[src/rtl/seq_div_pkg.sv]
// Shared arithmetic-datapath definitions: FSM state encoding (common with
// seq_mult), default operand widths and a constant-width helper.
package seq_div_pkg;

  typedef enum logic [1:0] {
    IDLE = 2'd0,
    BUSY = 2'd1,
    DONE = 2'd2
  } state_t;

  localparam int unsigned DIVIDEND_LENGTH_DEF = 5;
  localparam int unsigned DIVISOR_LENGTH_DEF  = 2;

  // Bits needed to hold values 0..value-1; never returns less than 1.
  function automatic int unsigned clog2(input int unsigned value);
    int unsigned result;
    int unsigned v;
    result = 0;
    v = (value > 1) ? value - 1 : 1;
    while (v != 0) begin
      result = result + 1;
      v = v >> 1;
    end
    return result;
  endfunction

endpackage

[src/rtl/seq_div_if.sv]
// Operand/result bundle for seq_div: ab_valid/ab_ready operand handshake and
// z_valid result strobe, same shape as the seq_mult bus.
interface seq_div_if #(
  parameter int unsigned Dividend_length = seq_div_pkg::DIVIDEND_LENGTH_DEF,
  parameter int unsigned Divisor_length  = seq_div_pkg::DIVISOR_LENGTH_DEF
);

  logic [Dividend_length-1:0] a;
  logic [Divisor_length-1:0]  b;
  logic                       ab_valid;
  logic                       ab_ready;
  logic [Dividend_length-1:0] q;
  logic [Divisor_length-1:0]  r;
  logic                       z_valid;
  logic                       div_by_zero;

  modport master (
    output a, b, ab_valid,
    input  ab_ready, q, r, z_valid, div_by_zero
  );

  modport slave (
    input  a, b, ab_valid,
    output ab_ready, q, r, z_valid, div_by_zero
  );

endinterface

[src/rtl/seq_div_step.sv]
// One restoring-division step: shift in the next dividend bit, trial-subtract
// the divisor and either keep the difference or restore.
module div_step #(
  parameter int unsigned Divisor_length = 2
) (
  input  logic [Divisor_length-1:0] rem_in,
  input  logic                      bit_in,
  input  logic [Divisor_length-1:0] divisor,
  output logic [Divisor_length-1:0] rem_out,
  output logic                      q_bit
);

  logic [Divisor_length:0] shifted;
  logic [Divisor_length:0] diff;

  // The kept remainder is always below the divisor, so only the shifted
  // value and the trial difference need the extra sign bit.
  always_comb begin
    shifted = {rem_in, bit_in};
    diff    = shifted - {1'b0, divisor};
    q_bit   = ~diff[Divisor_length];
    rem_out = q_bit ? diff[Divisor_length-1:0] : shifted[Divisor_length-1:0];
  end

endmodule

[src/rtl/seq_div.sv]
// Sequential restoring divider: one quotient bit per clock, quotient and
// remainder presented with a one-cycle z_valid strobe.
module seq_div
  import seq_div_pkg::*;
#(
  parameter int unsigned Dividend_length = DIVIDEND_LENGTH_DEF,
  parameter int unsigned Divisor_length  = DIVISOR_LENGTH_DEF
) (
  input  logic       clk,
  input  logic       rst,
  seq_div_if.slave   bus
);

  localparam int unsigned DL = Dividend_length;
  localparam int unsigned DW = Divisor_length;
  localparam int unsigned CW = clog2(DL + 1);
  localparam logic [CW-1:0] CNT_LOAD = CW'(DL);
  localparam logic [CW-1:0] CNT_ONE  = CW'(1);

  state_t          state;
  logic [DL-1:0]   dvd;
  logic [DW-1:0]   dvs;
  logic [DW-1:0]   rem;
  logic [CW-1:0]   cnt;
  logic [DL-1:0]   q_reg;
  logic [DW-1:0]   r_reg;
  logic            dbz_reg;

  logic            accept;
  logic [DW-1:0]   rem_next;
  logic            q_bit;
  logic [DL-1:0]   quo_next;

  div_step #(
    .Divisor_length(DW)
  ) u_step (
    .rem_in  (rem),
    .bit_in  (dvd[DL-1]),
    .divisor (dvs),
    .rem_out (rem_next),
    .q_bit   (q_bit)
  );

  // Dividend bits leave at the top while quotient bits enter at the bottom,
  // so after the last step the dividend register holds the quotient.
  assign quo_next = {dvd[DL-2:0], q_bit};

  assign bus.ab_ready    = (state == IDLE) || (state == DONE);
  assign accept          = bus.ab_valid && bus.ab_ready;
  assign bus.z_valid     = (state == DONE);
  assign bus.q           = q_reg;
  assign bus.r           = r_reg;
  assign bus.div_by_zero = dbz_reg;

  always_ff @(posedge clk or negedge rst) begin
    if (!rst) begin
      state   <= IDLE;
      dvd     <= '0;
      dvs     <= '0;
      rem     <= '0;
      cnt     <= '0;
      q_reg   <= '0;
      r_reg   <= '0;
      dbz_reg <= 1'b0;
    end else begin
      case (state)
        IDLE, DONE: begin
          if (accept) begin
            dvd   <= bus.a;
            dvs   <= bus.b;
            rem   <= '0;
            cnt   <= CNT_LOAD;
            state <= BUSY;
          end else begin
            state <= IDLE;
          end
        end
        BUSY: begin
          dvd <= quo_next;
          rem <= rem_next;
          cnt <= cnt - CNT_ONE;
          if (cnt == CNT_ONE) begin
            state <= DONE;
            if (dvs == '0) begin
              q_reg   <= '1;
              r_reg   <= '0;
              dbz_reg <= 1'b1;
            end else begin
              q_reg   <= quo_next;
              r_reg   <= rem_next;
              dbz_reg <= 1'b0;
            end
          end
        end
        default: state <= IDLE;
      endcase
    end
  end

endmodule

[src/flat_wrapper.sv]
// flat-port wrapper written by rule: the top's interface ports become plain ports
module seq_div_flat import seq_div_pkg::*;
#(
  parameter int unsigned Dividend_length = DIVIDEND_LENGTH_DEF,
  parameter int unsigned Divisor_length  = DIVISOR_LENGTH_DEF
)
  (clk, rst, bus_a, bus_b, bus_ab_valid, bus_ab_ready, bus_q, bus_r, bus_z_valid, bus_div_by_zero);
  seq_div_if #(.Dividend_length(Dividend_length), .Divisor_length(Divisor_length)) bus_i ();
  input  logic clk;
  input  logic rst;
  input wire logic [$bits(bus_i.a)-1:0] bus_a;
  input wire logic [$bits(bus_i.b)-1:0] bus_b;
  input wire logic [$bits(bus_i.ab_valid)-1:0] bus_ab_valid;
  output wire logic [$bits(bus_i.ab_ready)-1:0] bus_ab_ready;
  output wire logic [$bits(bus_i.q)-1:0] bus_q;
  output wire logic [$bits(bus_i.r)-1:0] bus_r;
  output wire logic [$bits(bus_i.z_valid)-1:0] bus_z_valid;
  output wire logic [$bits(bus_i.div_by_zero)-1:0] bus_div_by_zero;
  assign bus_i.a = bus_a;
  assign bus_i.b = bus_b;
  assign bus_i.ab_valid = bus_ab_valid;
  assign bus_ab_ready = bus_i.ab_ready;
  assign bus_q = bus_i.q;
  assign bus_r = bus_i.r;
  assign bus_z_valid = bus_i.z_valid;
  assign bus_div_by_zero = bus_i.div_by_zero;
  seq_div #(.Dividend_length(Dividend_length), .Divisor_length(Divisor_length)) u_core (.clk(clk), .rst(rst), .bus(bus_i));
endmodule
[config.mk]
export PLATFORM = sky130hd
export DESIGN_NAME = seq_div_flat
export DESIGN_NICKNAME = d
export VERILOG_FILES = /design/src/rtl/seq_div_pkg.sv /design/src/rtl/seq_div_if.sv /design/src/rtl/seq_div_step.sv /design/src/rtl/seq_div.sv /design/src/flat_wrapper.sv
export SDC_FILE = /design/constraint.sdc
export NUM_CORES = 1
export LEC_CHECK = 0
export BUFFER_PORTS_ARGS = -buffer_cell sky130_fd_sc_hd__buf_4
export CAP_MARGIN = 20
export CELL_PAD_IN_SITES_DETAIL_PLACEMENT = 1
export CELL_PAD_IN_SITES_GLOBAL_PLACEMENT = 1
export CORE_MARGIN = 3
export CORE_UTILIZATION = 44
export DETAILED_ROUTE_END_ITERATION = 8
export GPL_TIMING_DRIVEN = 0
export PLACE_DENSITY = 0.88
export SYNTH_ARGS = -nofsm -noshare
export SYNTH_HDL_FRONTEND = slang
export SYNTH_SLANG_ARGS = --single-unit
[constraint.sdc]
create_clock -name clk -period 5.3 [get_ports clk]
set_clock_uncertainty 0.15 [all_clocks]
set_input_delay 0.265 -clock clk [delete_from_list [all_inputs] [get_ports clk]]
set_output_delay 0.265 -clock clk [all_outputs]
set_load 0.005 [all_outputs]
==> impl_metrics.sql <==
INSERT INTO impl_metrics (metric_group, metric, value, unit) VALUES
('outcome', 'outcome', 'complete, no violations', ''),
('setup_path', 'critical_path.cell_chain', 'ha_1 -> inv_1 -> fa_1 -> xnor2_2 -> mux2i_1 -> o2bb2ai_1', ''),
('sta', 'max-slew-margin-rel', '0.8066', ''),
('synth', 'synth.yosys.warnings', '0', ''),
('sta', 'post_route_setup_tns', '0', 'ns'),
('synth', 'synth_enable_flop_cells', '0', ''),
('synth', 'synthDominantCellAreaShare', '0.5439', ''),
('grt', 'grt_util_all_layers', '0.1770', ''),
('grt', 'grt_overflow', '0', ''),
('grt', 'global_route_wire_length_before_repair', '3588', 'µm'),
('synth', 'synthFlopType', 'sky130_fd_sc_hd__dfrtp_1', ''),
('sta', 'fin_crit_sh', '0.4035', ''),
('sta', 'rsz0062_at_grt', 'no', ''),
('grt', 'grt_antenna_before_repair', '0', ''),
('clock_tree', 'number_of_cts_inserted_buffers', '3', ''),
('cells_and_area', 'layout.cells.most_common_list', 'sky130_fd_sc_hd__dfrtp_1, sky130_fd_sc_hd__buf_4, sky130_fd_sc_hd__nand2_1', ''),
('sta', 'max_freq', '467.6', 'MHz'),
('setup_path', 'ff2ff_path_depth', '6', ''),
('sta', 'final-max-slew-violation-count', '0', ''),
('sta', 'worst_slew_pin_slew', '0.2886', 'ns'),
('clock_tree', 'cts.clk_slew.worst_paths', '0.12', 'ns'),
('die', 'floorplan.core_area', '2062', 'µm²'),
('synth', 'yosysSeqAreaShare', '0.5439', ''),
('drt', 'post-route-drc-count', '0', ''),
('synth', 'netlist-cell-type-count', '28', ''),
('die', 'initial_util', '0.4909', ''),
('synth', 'post_synth_design_cell_area', '1012', 'µm²'),
('drt', 'avgRoutedWirePerCell', '15.62', 'µm'),
('cells_and_area', 'final_core_util', '0.6086', ''),
('sta', 'final.min_clock_period', '2.139', 'ns'),
('power_and_ir_drop', 'leakagePower', '0.5951', 'nW'),
('setup_path', 'cp-end-kind', 'flip-flop', ''),
('drt', 'detail_route.iter0.violations', '4', ''),
('setup_path', 'worst_ep_required_time', '5.35', 'ns'),
('synth', 'ys_ff_latch', '22', ''),
('setup_path', 'cp.buffers_inverters', '1', ''),
('clock_tree', 'cts_tree', 'done', ''),
('cells_and_area', 'mostFrequentLayoutCell', 'sky130_fd_sc_hd__dfrtp_1', ''),
('clock_tree', 'clockRootBuffer', 'sky130_fd_sc_hd__clkbuf_4', ''),
('power_and_ir_drop', 'powerDensity', '605.6', 'nW/µm²'),
('setup_path', 'worst-path-stages', '6', ''),
('synth', 'ys_top_cells_by_area', 'sky130_fd_sc_hd__dfrtp_1, sky130_fd_sc_hd__nand2_1, sky130_fd_sc_hd__ha_1', ''),
('drt', 'drt_wl_total', '2249', 'µm'),
('cells_and_area', 'layout-drive-gt1-share', '0.2650', ''),
('placed_design', 'routabilityCongestion', '0.6881', ''),
('sta', 'setup_viol', '0', ''),
('setup_path', 'worst_setup_path_start_kind', 'flip-flop', ''),
('clock_tree', 'tritoncts_num_sinks', '22', ''),
('die', 'die_h', '53.97', 'µm'),
('synth', 'synth_top_cell_by_area', 'sky130_fd_sc_hd__dfrtp_1', ''),
('die', 'num_rows', '16', ''),
('sta', 'hold_viol_final', '0', ''),
('cells_and_area', 'synthToLayoutAreaGrowth', '23.98', '%'),
('synth', 'postSynthCellCount', '91', ''),
('clock_tree', 'cts.repair_timing.setup_buffer_count', '0', ''),
('synth', 'syn-num-nets', '105', ''),
('setup_path', 'cp_max_fo', '4', ''),
('die', 'die-width', '53.97', 'µm'),
('drt', 'antenna_left', '0', ''),
('grt', 'largest_net_degree_at_the_start_of_global_routing', '23', ''),
('setup_path', 'cpLargestDelayFamily', 'adder cells', ''),
('grt', 'vias_in_the_first_global_route', '777', ''),
('synth', 'async_flop_share', '1.000', ''),
('setup_path', 'arrival', '2.19', 'ns'),
('cells_and_area', 'insertedDiodeCount', '0', ''),
('clock_tree', 'clockBufferDepth', '2', ''),
('setup_path', 'crit_slowest_cell', 'sky130_fd_sc_hd__dfrtp_1', ''),
('setup_path', 'critPathMaxStageDelay', '0.49', 'ns'),
('clock_tree', 'cts_htree_levels', '1', ''),
('min_path', 'holdPathStages', '2', ''),
('min_path', 'hold_path.class', 'input pin to flip-flop', '');
## worst register-to-register path: cells and delay by family (launching register included)
kind                       cells  cell delay, ns
buffers and inverters          1            0.05
adders and majority gates      2            0.66
muxes                          1            0.30
AOI/OAI and AO/OA              1            0.10
xor gates and xnor gates       1            0.28
DFF                            1            0.49
## routing by layer
layer / part of all wire / global-route usage / up-vias
li1: - / - / 365
met1: 0.44 / 0.2325 / 386
met2: 0.52 / 0.2863 / 11
met3: 0.031 / 0.02493 / 2
met4: 0.0053 / 0.08085 / 0
met5: 0 / 0 / -
## stage by stage
stage               worst slack (ns)  hold slack, ns  cells  power, mW  cell area [µm²]
floorplan                      3.401         -0.1806     91     0.5419             1012
global placement               3.258         0.01352    137     0.6441             1189
detailed placement             3.184         0.01885    137     0.6705             1189
CTS                            3.170        0.004183    143     0.7656             1245
global route                   3.076         0.01449    144     0.8181             1255
finish                         3.161         0.04244    144     0.7601             1255
## timing repair
action                                 in CTS  in global routing
gates resized for setup                     0                  0
endpoints found under the hold margin      23                  1
hold buffers                                2                  1
## synth_stat cells, types with 3 or more instances
cell	count
sky130_fd_sc_hd__dfrtp_1	22
sky130_fd_sc_hd__nand2_1	12
sky130_fd_sc_hd__nor2_1	8
sky130_fd_sc_hd__inv_1	6
sky130_fd_sc_hd__a31oi_1	4
sky130_fd_sc_hd__o22a_1	4
sky130_fd_sc_hd__a21oi_1	3
sky130_fd_sc_hd__ha_1	3
sky130_fd_sc_hd__o2bb2ai_1	3
## final timing paths
path                          startpoint            end  slack [ns]
max reg2reg                u_core.dvs[0]  u_core.rem[1]        3.16
min reg2reg                u_core.cnt[1]  u_core.cnt[1]        0.37
min                             bus_a[0]  u_core.dvd[0]        0.04
max                        u_core.dvs[0]  u_core.rem[1]        3.16
max in group asynchronous            rst  u_core.rem[0]        4.56
min in group asynchronous            rst  u_core.dvd[4]        0.21
## logic make-up after synthesis
group / synth area share
adder cells (fa/ha/maj): 0.05687
buffers and inverters: 0.04697
multiplexers: 0.01978
XOR/XNOR: 0.01607
flip-flops: 0.5439
AO/OA/AOI/OAI: 0.1730
AND/OR/NAND/NOR: 0.1434
## where the power goes
| group | internal (mW) | switching (mW) |
|---|---|---|
| sequential | 0.247 | 0.0651 |
| combinational | 0.177 | 0.176 |
| clock | 0.0419 | 0.0529 |
## area by class of cell
type | instances | area, µm² | area share
flip-flops and latches | 22 | 550.5 | 0.4387
well taps | 27 | 33.78 | 0.02692
clock buffers | 4 | 36.28 | 0.02891
inverters | 7 | 26.28 | 0.02094
repair buffers | 22 | 172.7 | 0.1376
plain buffers | 3 | 21.27 | 0.01695
multi-input cells | 59 | 414.1 | 0.3300
No activity file was read; power rests on OpenSTA's default activity.
